`config.mk`:
```
export PLATFORM = sky130hd
export DESIGN_NAME = minterm_sweeper_flat
export DESIGN_NICKNAME = d
export VERILOG_FILES = /design/src/rtl/minterm_sweeper_if.sv /design/src/rtl/minterm_sweeper.sv /design/src/flat_wrapper.sv
export SDC_FILE = /design/constraint.sdc
export NUM_CORES = 1
export LEC_CHECK = 0
export ABC_AREA = 1
export ABC_CLOCK_PERIOD_IN_PS = 1500
export CAP_MARGIN = 20
export CORE_MARGIN = 1.5
export CORE_UTILIZATION = 47
export CTS_CLUSTER_SIZE = 14
export DETAILED_ROUTE_END_ITERATION = 10
export GPL_TIMING_DRIVEN = 0
export PLACE_DENSITY = 0.76
export SLEW_MARGIN = 20
export SYNTH_ARGS = -nofsm -noshare
export SYNTH_HDL_FRONTEND = slang
export SYNTH_SLANG_ARGS = --single-unit
```
`constraint.sdc`:
```
create_clock -name clk -period 1.5 [get_ports clk]
set_input_delay 0.3 -clock clk [delete_from_list [all_inputs] [get_ports clk]]
set_output_delay 0.3 -clock clk [all_outputs]
set_load 0.02 [all_outputs]
```
`src/rtl/minterm_sweeper_if.sv`:
```
// rtl/minterm_sweeper_if.sv - stimulus/capture bundle between the sweeper and the function under test
interface minterm_sweeper_if;
    logic        start;
    logic        F_in;
    logic        A;
    logic        B;
    logic        C;
    logic        D;
    logic        busy;
    logic        done;
    logic        pass;
    logic [15:0] captured;
    logic [4:0]  mismatch_cnt;
    logic [3:0]  first_fail;
    logic        first_fail_valid;

    // Side that requests sweeps and feeds back the function output
    modport master (
        output start,
        output F_in,
        input  A,
        input  B,
        input  C,
        input  D,
        input  busy,
        input  done,
        input  pass,
        input  captured,
        input  mismatch_cnt,
        input  first_fail,
        input  first_fail_valid
    );

    // The sweeper itself
    modport slave (
        input  start,
        input  F_in,
        output A,
        output B,
        output C,
        output D,
        output busy,
        output done,
        output pass,
        output captured,
        output mismatch_cnt,
        output first_fail,
        output first_fail_valid
    );
endinterface

```
`src/rtl/minterm_sweeper.sv`:
```
// rtl/minterm_sweeper.sv - drives all 16 ABCD vectors, captures F and grades it against a minterm mask
module minterm_sweeper #(
    parameter logic [15:0] EXPECTED = 16'hE8F9,
    parameter int          SETTLE   = 1
) (
    input  logic              clk,
    input  logic              rst_n,
    minterm_sweeper_if.slave  bus
);

    // Settle counter reload value; the counter counts down to zero before each sample
    localparam logic [3:0] SETTLE_LOAD = 4'(SETTLE - 1);

    typedef enum logic [1:0] {
        IDLE = 2'd0,
        RUN  = 2'd1,
        DONE = 2'd2
    } state_t;

    state_t      state_q;
    state_t      state_d;

    logic [3:0]  index_q;
    logic [3:0]  settle_q;
    logic        busy_q;
    logic        done_q;
    logic        pass_q;
    logic [15:0] captured_q;
    logic [4:0]  mismatch_cnt_q;
    logic [3:0]  first_fail_q;
    logic        first_fail_valid_q;

    logic        accept;
    logic        sample;
    logic        last;
    logic        miss;

    // State register
    always_ff @(posedge clk or negedge rst_n) begin
        if (!rst_n) begin
            state_q <= IDLE;
        end else begin
            state_q <= state_d;
        end
    end

    // Next state and per-cycle strobes; DONE accepts start exactly like IDLE
    always_comb begin
        state_d = state_q;
        accept  = 1'b0;
        sample  = 1'b0;
        last    = 1'b0;
        miss    = 1'b0;
        case (state_q)
            IDLE, DONE: begin
                if (bus.start) begin
                    accept  = 1'b1;
                    state_d = RUN;
                end else begin
                    state_d = IDLE;
                end
            end
            RUN: begin
                if (settle_q == 4'd0) begin
                    sample = 1'b1;
                    miss   = (bus.F_in != EXPECTED[index_q]);
                    if (index_q == 4'hF) begin
                        last    = 1'b1;
                        state_d = DONE;
                    end
                end
            end
            default: begin
                state_d = IDLE;
            end
        endcase
    end

    // Vector index and settle countdown; the index parks at 15 after a sweep
    always_ff @(posedge clk or negedge rst_n) begin
        if (!rst_n) begin
            index_q  <= 4'd0;
            settle_q <= 4'd0;
        end else if (accept) begin
            index_q  <= 4'd0;
            settle_q <= SETTLE_LOAD;
        end else if (sample) begin
            if (!last) begin
                index_q  <= index_q + 4'd1;
                settle_q <= SETTLE_LOAD;
            end
        end else if (state_q == RUN) begin
            settle_q <= settle_q - 4'd1;
        end
    end

    // Truth-table capture and mismatch bookkeeping, cleared on every accepted start
    always_ff @(posedge clk or negedge rst_n) begin
        if (!rst_n) begin
            captured_q         <= 16'h0000;
            mismatch_cnt_q     <= 5'd0;
            first_fail_q       <= 4'd0;
            first_fail_valid_q <= 1'b0;
        end else if (accept) begin
            captured_q         <= 16'h0000;
            mismatch_cnt_q     <= 5'd0;
            first_fail_q       <= 4'd0;
            first_fail_valid_q <= 1'b0;
        end else if (sample) begin
            captured_q[index_q] <= bus.F_in;
            if (miss) begin
                // At most 16 increments per sweep, so the 5-bit count cannot wrap
                mismatch_cnt_q <= mismatch_cnt_q + 5'd1;
                if (!first_fail_valid_q) begin
                    first_fail_q       <= index_q;
                    first_fail_valid_q <= 1'b1;
                end
            end
        end
    end

    // Sweep status: busy spans RUN, done is a single pulse, pass is graded on the final sample
    always_ff @(posedge clk or negedge rst_n) begin
        if (!rst_n) begin
            busy_q <= 1'b0;
            done_q <= 1'b0;
            pass_q <= 1'b0;
        end else if (accept) begin
            busy_q <= 1'b1;
            done_q <= 1'b0;
            pass_q <= 1'b0;
        end else if (last) begin
            busy_q <= 1'b0;
            done_q <= 1'b1;
            pass_q <= (mismatch_cnt_q == 5'd0) && !miss;
        end else begin
            done_q <= 1'b0;
        end
    end

    assign bus.A                = index_q[3];
    assign bus.B                = index_q[2];
    assign bus.C                = index_q[1];
    assign bus.D                = index_q[0];
    assign bus.busy             = busy_q;
    assign bus.done             = done_q;
    assign bus.pass             = pass_q;
    assign bus.captured         = captured_q;
    assign bus.mismatch_cnt     = mismatch_cnt_q;
    assign bus.first_fail       = first_fail_q;
    assign bus.first_fail_valid = first_fail_valid_q;

endmodule

```
`src/flat_wrapper.sv`:
```
// flat-port wrapper written by rule: the top's interface ports become plain ports
module minterm_sweeper_flat 
#(
    parameter logic [15:0] EXPECTED = 16'hE8F9,
    parameter int          SETTLE   = 1
)
  (clk, rst_n, bus_start, bus_F_in, bus_A, bus_B, bus_C, bus_D, bus_busy, bus_done, bus_pass, bus_captured, bus_mismatch_cnt, bus_first_fail, bus_first_fail_valid);
  minterm_sweeper_if bus_i ();
  input  logic clk;
  input  logic rst_n;
  input wire logic [$bits(bus_i.start)-1:0] bus_start;
  input wire logic [$bits(bus_i.F_in)-1:0] bus_F_in;
  output wire logic [$bits(bus_i.A)-1:0] bus_A;
  output wire logic [$bits(bus_i.B)-1:0] bus_B;
  output wire logic [$bits(bus_i.C)-1:0] bus_C;
  output wire logic [$bits(bus_i.D)-1:0] bus_D;
  output wire logic [$bits(bus_i.busy)-1:0] bus_busy;
  output wire logic [$bits(bus_i.done)-1:0] bus_done;
  output wire logic [$bits(bus_i.pass)-1:0] bus_pass;
  output wire logic [$bits(bus_i.captured)-1:0] bus_captured;
  output wire logic [$bits(bus_i.mismatch_cnt)-1:0] bus_mismatch_cnt;
  output wire logic [$bits(bus_i.first_fail)-1:0] bus_first_fail;
  output wire logic [$bits(bus_i.first_fail_valid)-1:0] bus_first_fail_valid;
  assign bus_i.start = bus_start;
  assign bus_i.F_in = bus_F_in;
  assign bus_A = bus_i.A;
  assign bus_B = bus_i.B;
  assign bus_C = bus_i.C;
  assign bus_D = bus_i.D;
  assign bus_busy = bus_i.busy;
  assign bus_done = bus_i.done;
  assign bus_pass = bus_i.pass;
  assign bus_captured = bus_i.captured;
  assign bus_mismatch_cnt = bus_i.mismatch_cnt;
  assign bus_first_fail = bus_i.first_fail;
  assign bus_first_fail_valid = bus_i.first_fail_valid;
  minterm_sweeper #(.EXPECTED(EXPECTED), .SETTLE(SETTLE)) u_core (.clk(clk), .rst_n(rst_n), .bus(bus_i));
endmodule
```
==> run metrics <==
status complete, but fails checks; failing checks setup timing; final cell count without fillers 351; Hold Crit Class flip-flop to flip-flop; Routed Wire Length 5110 um; first-pass GRT wire length 7720 um; Via Count 1,888; Top Layer Used met4; Rows 23; pre-CTS setup slack -316 ps; slew margin rel. 59.2%; mapped cell area 1990 um2; power density over the cells 2100 nW/um2; TNS Setup -1200 ps; IO Pins 37; metal3 WL 269 um; DRT met1 WL 2160 um; Die W 68.1 um; crit-path max FO 7; initial antenna violation count 0; syn avg cell area 8.45 um2; fmax 634 MHz; Max Cap Viol 0; DP Cell Count 323; CP startpoint kind flip-flop; CTS tree built; Required @ worst endpoint 1680 ps; clk sinks 39; CTS Buf Count 5; clock slew at reported path FFs 80 ps; Die ar. 4640 um2; Final Hold Viols 0; TritonRoute pass-1 iters 4; Peak VDD IR 0.00103 V; RSZ-0062 raised after global routing yes; fillcell total 322; syn nets 247; P&R area growth vs syn 40.5%; number of DRC markers in iteration 0 190; Longest Clk Path Bufs 2; arrival time worst endpoint 1750 ps; Seq/Total Area, Yosys 48.9%; vias in the first global route 1,723; layout cells sized above 1 24.3%; Post-Place Cell Area 2450 um2; YS warnings 0; Setup-failing EPs final 23; register bit count reported by yosys 39; CP endpoint kind flip-flop; Worst Setup Path Type flip-flop to flip-flop; Worst-Margin Slew 613 ps; HPWL Detailed 2980 um; Finished Core Util 69.5%; Final period util 105%; met2 routed WL 2590 um; Residual DRC 0; GRT Total Usage 22.4%; largest net degree at the start of global routing 25; input/output buffers 36; Slew Limit Fails 0; remaining antenna violation count 0; clk_lat worst skew 290 ps; total grt overflow 0; starting density of the core 49.5%; Routed WL per cell 14.6 um; CORE AREA 4030 um2; Leak 0.00158 uW; H-tree Lvls 2; synth unique cells 27; GPL Wtd Cong 0.789; fin worst setup slack -76.1 ps; clock skew 5.27 ps; min Tclk post-route 1580 ps; CTS root buf clkbuf_8; DR vias/cell 5.38; Post-Layout Inst Area 2800 um2; die height 68.1 um; Post-Syn Instances 236; final net count 311; Ant. Diodes 0
==> stage by stage <==
| stage | hold slack [ps] | power (uW) |
|---|---|---|
| after detailed placement | 254 | 4460 |
| after global routing | 517 | 6260 |
| final | 471 | 5880 |
| after CTS | 474 | 5350 |
| after global placement | 453 | 4400 |
| after floorplan | 4.41 | 3510 |
==> state kept, by name, summed over array words and instances, names as in the netlist <==
| signal | flops |
|---|---|
| u_core.bus.pass | 1 |
| u_core.state_q | 2 |
| u_core.settle_q | 4 |
| u_core.bus.captured | 16 |
| u_core.bus.mismatch_cnt | 5 |
| u_core.bus.done | 1 |
| u_core.bus.busy | 1 |
| u_core.index_q | 4 |
| u_core.bus.first_fail | 4 |
| u_core.bus.first_fail_valid | 1 |
==> layout make-up <==
cell class | instances | area [um2] | share of cell area (%)
multi-input combinational | 158 | 996 | 35.6
sequential | 39 | 980 | 35.0
timing repair inverter | 1 | 6.26 | 0.223
clock buffer | 8 | 100 | 3.57
inverter | 35 | 141 | 5.05
tap | 50 | 62.6 | 2.23
timing repair buffer | 54 | 483 | 17.2
buffer | 6 | 32.5 | 1.16
==> Yosys cell counts <==
master,number,area (um2)
nand2_1,54,203
xnor2_1,3,26.3
nor2_2,3,18.8
inv_4,1,6.26
buf_1,1,3.75
nor3_1,1,5.00
inv_1,29,109
o22ai_2,1,12.5
inv_2,5,18.8
o21ai_2,1,8.76
clkbuf_1,2,7.51
nand3_1,43,215
xor2_1,3,26.3
nor2_1,5,18.8
nand3_4,2,35.0
a31o_2,1,8.76
nand4_1,1,6.26
buf_2,2,10.0
nand2_2,4,25.0
nand3_2,1,10.0
a21oi_1,2,10.0
nor2_8,1,20.0
o21ai_0,9,45.0
o21ai_1,14,70.1
buf_6,1,11.3
dfrtp_1,39,976
ha_1,7,87.6
==> where the power goes <==
part	leakage [uW]	switching [uW]	internal, uW
Sequential	0.000501	330	1420
Clock	0.0000515	369	420
Combinational	0.00102	2000	1340
==> metal layers <==
layer	global-route usage, %	vias up
met2	36.9	67
met5	0	-
li1	-	898
met4	9.00	0
met1	29.3	914
met3	3.95	9
==> kinds of logic (layout without fill, tap and decap cells) <==
| logic type | count (synthesis) | after routing | synth area share [%] |
|---|---|---|---|
| AO/OA/AOI/OAI | 28 | 28 | 7.78 |
| flip-flops | 39 | 39 | 48.9 |
| adder cells (fa/ha/maj) | 7 | 7 | 4.39 |
| AND/OR/NAND/NOR | 115 | 117 | 27.9 |
| buffers and inverters | 41 | 104 | 8.34 |
| XOR/XNOR | 6 | 6 | 2.64 |
==> worst max-delay path, stage by stage (launching register included) <==
cell	delay, ps
dfrtp_1	420
inv_2	90
ha_4	180
nand2_8	70
nor2_8	210
nand3_4	160
nand2_2	130
inv_4	60
nand3_2	60
o21ai_1	80
==> path summary, 6_finish.rpt <==
path	startpoint	to	slack [ps]	cells after the start
worst max-delay path	u_core.settle_q[0]	u_core.index_q[0]	-80	9
worst min-delay path	u_core.bus.busy	u_core.bus.busy	470	2
worst max register to register	u_core.settle_q[0]	u_core.index_q[0]	-80	9
worst min register to register	u_core.bus.busy	u_core.bus.busy	470	2
max in group asynchronous	rst_n	u_core.index_q[0]	550	3
min in group asynchronous	rst_n	u_core.settle_q[3]	480	2
==> placed cells by master (no fill, tap or decap), drive strengths merged <==
cell type,synthesis,final
nand2,58,58
nand3,46,47
dfrtp,39,39
inv,35,36
dlygate4sd2,0,33
o21ai,24,24
buf,4,22
clkbuf,2,10
nor2,9,10
ha,7,7
xor2,3,3
xnor2,3,3
a21oi,2,2
clkdlybuf4s50,0,2
nand4,1,1
nor3,1,1
o22ai,1,1
a31o,1,1
dlygate4sd3,0,1
==> repair_timing <==
| action | CTS | global route |
|---|---|---|
| gates cloned | 3 | 1 |
| pin swaps | 4 | 9 |
| resized for setup | 41 | 29 |
| buffers inserted | 9 | 6 |
| endpoints found under the hold margin | 15 | 0 |
| setup endpoints to repair | 63 | 36 |
| hold buffers | 1 | 0 |
Power figures use the tool's default switching activity.
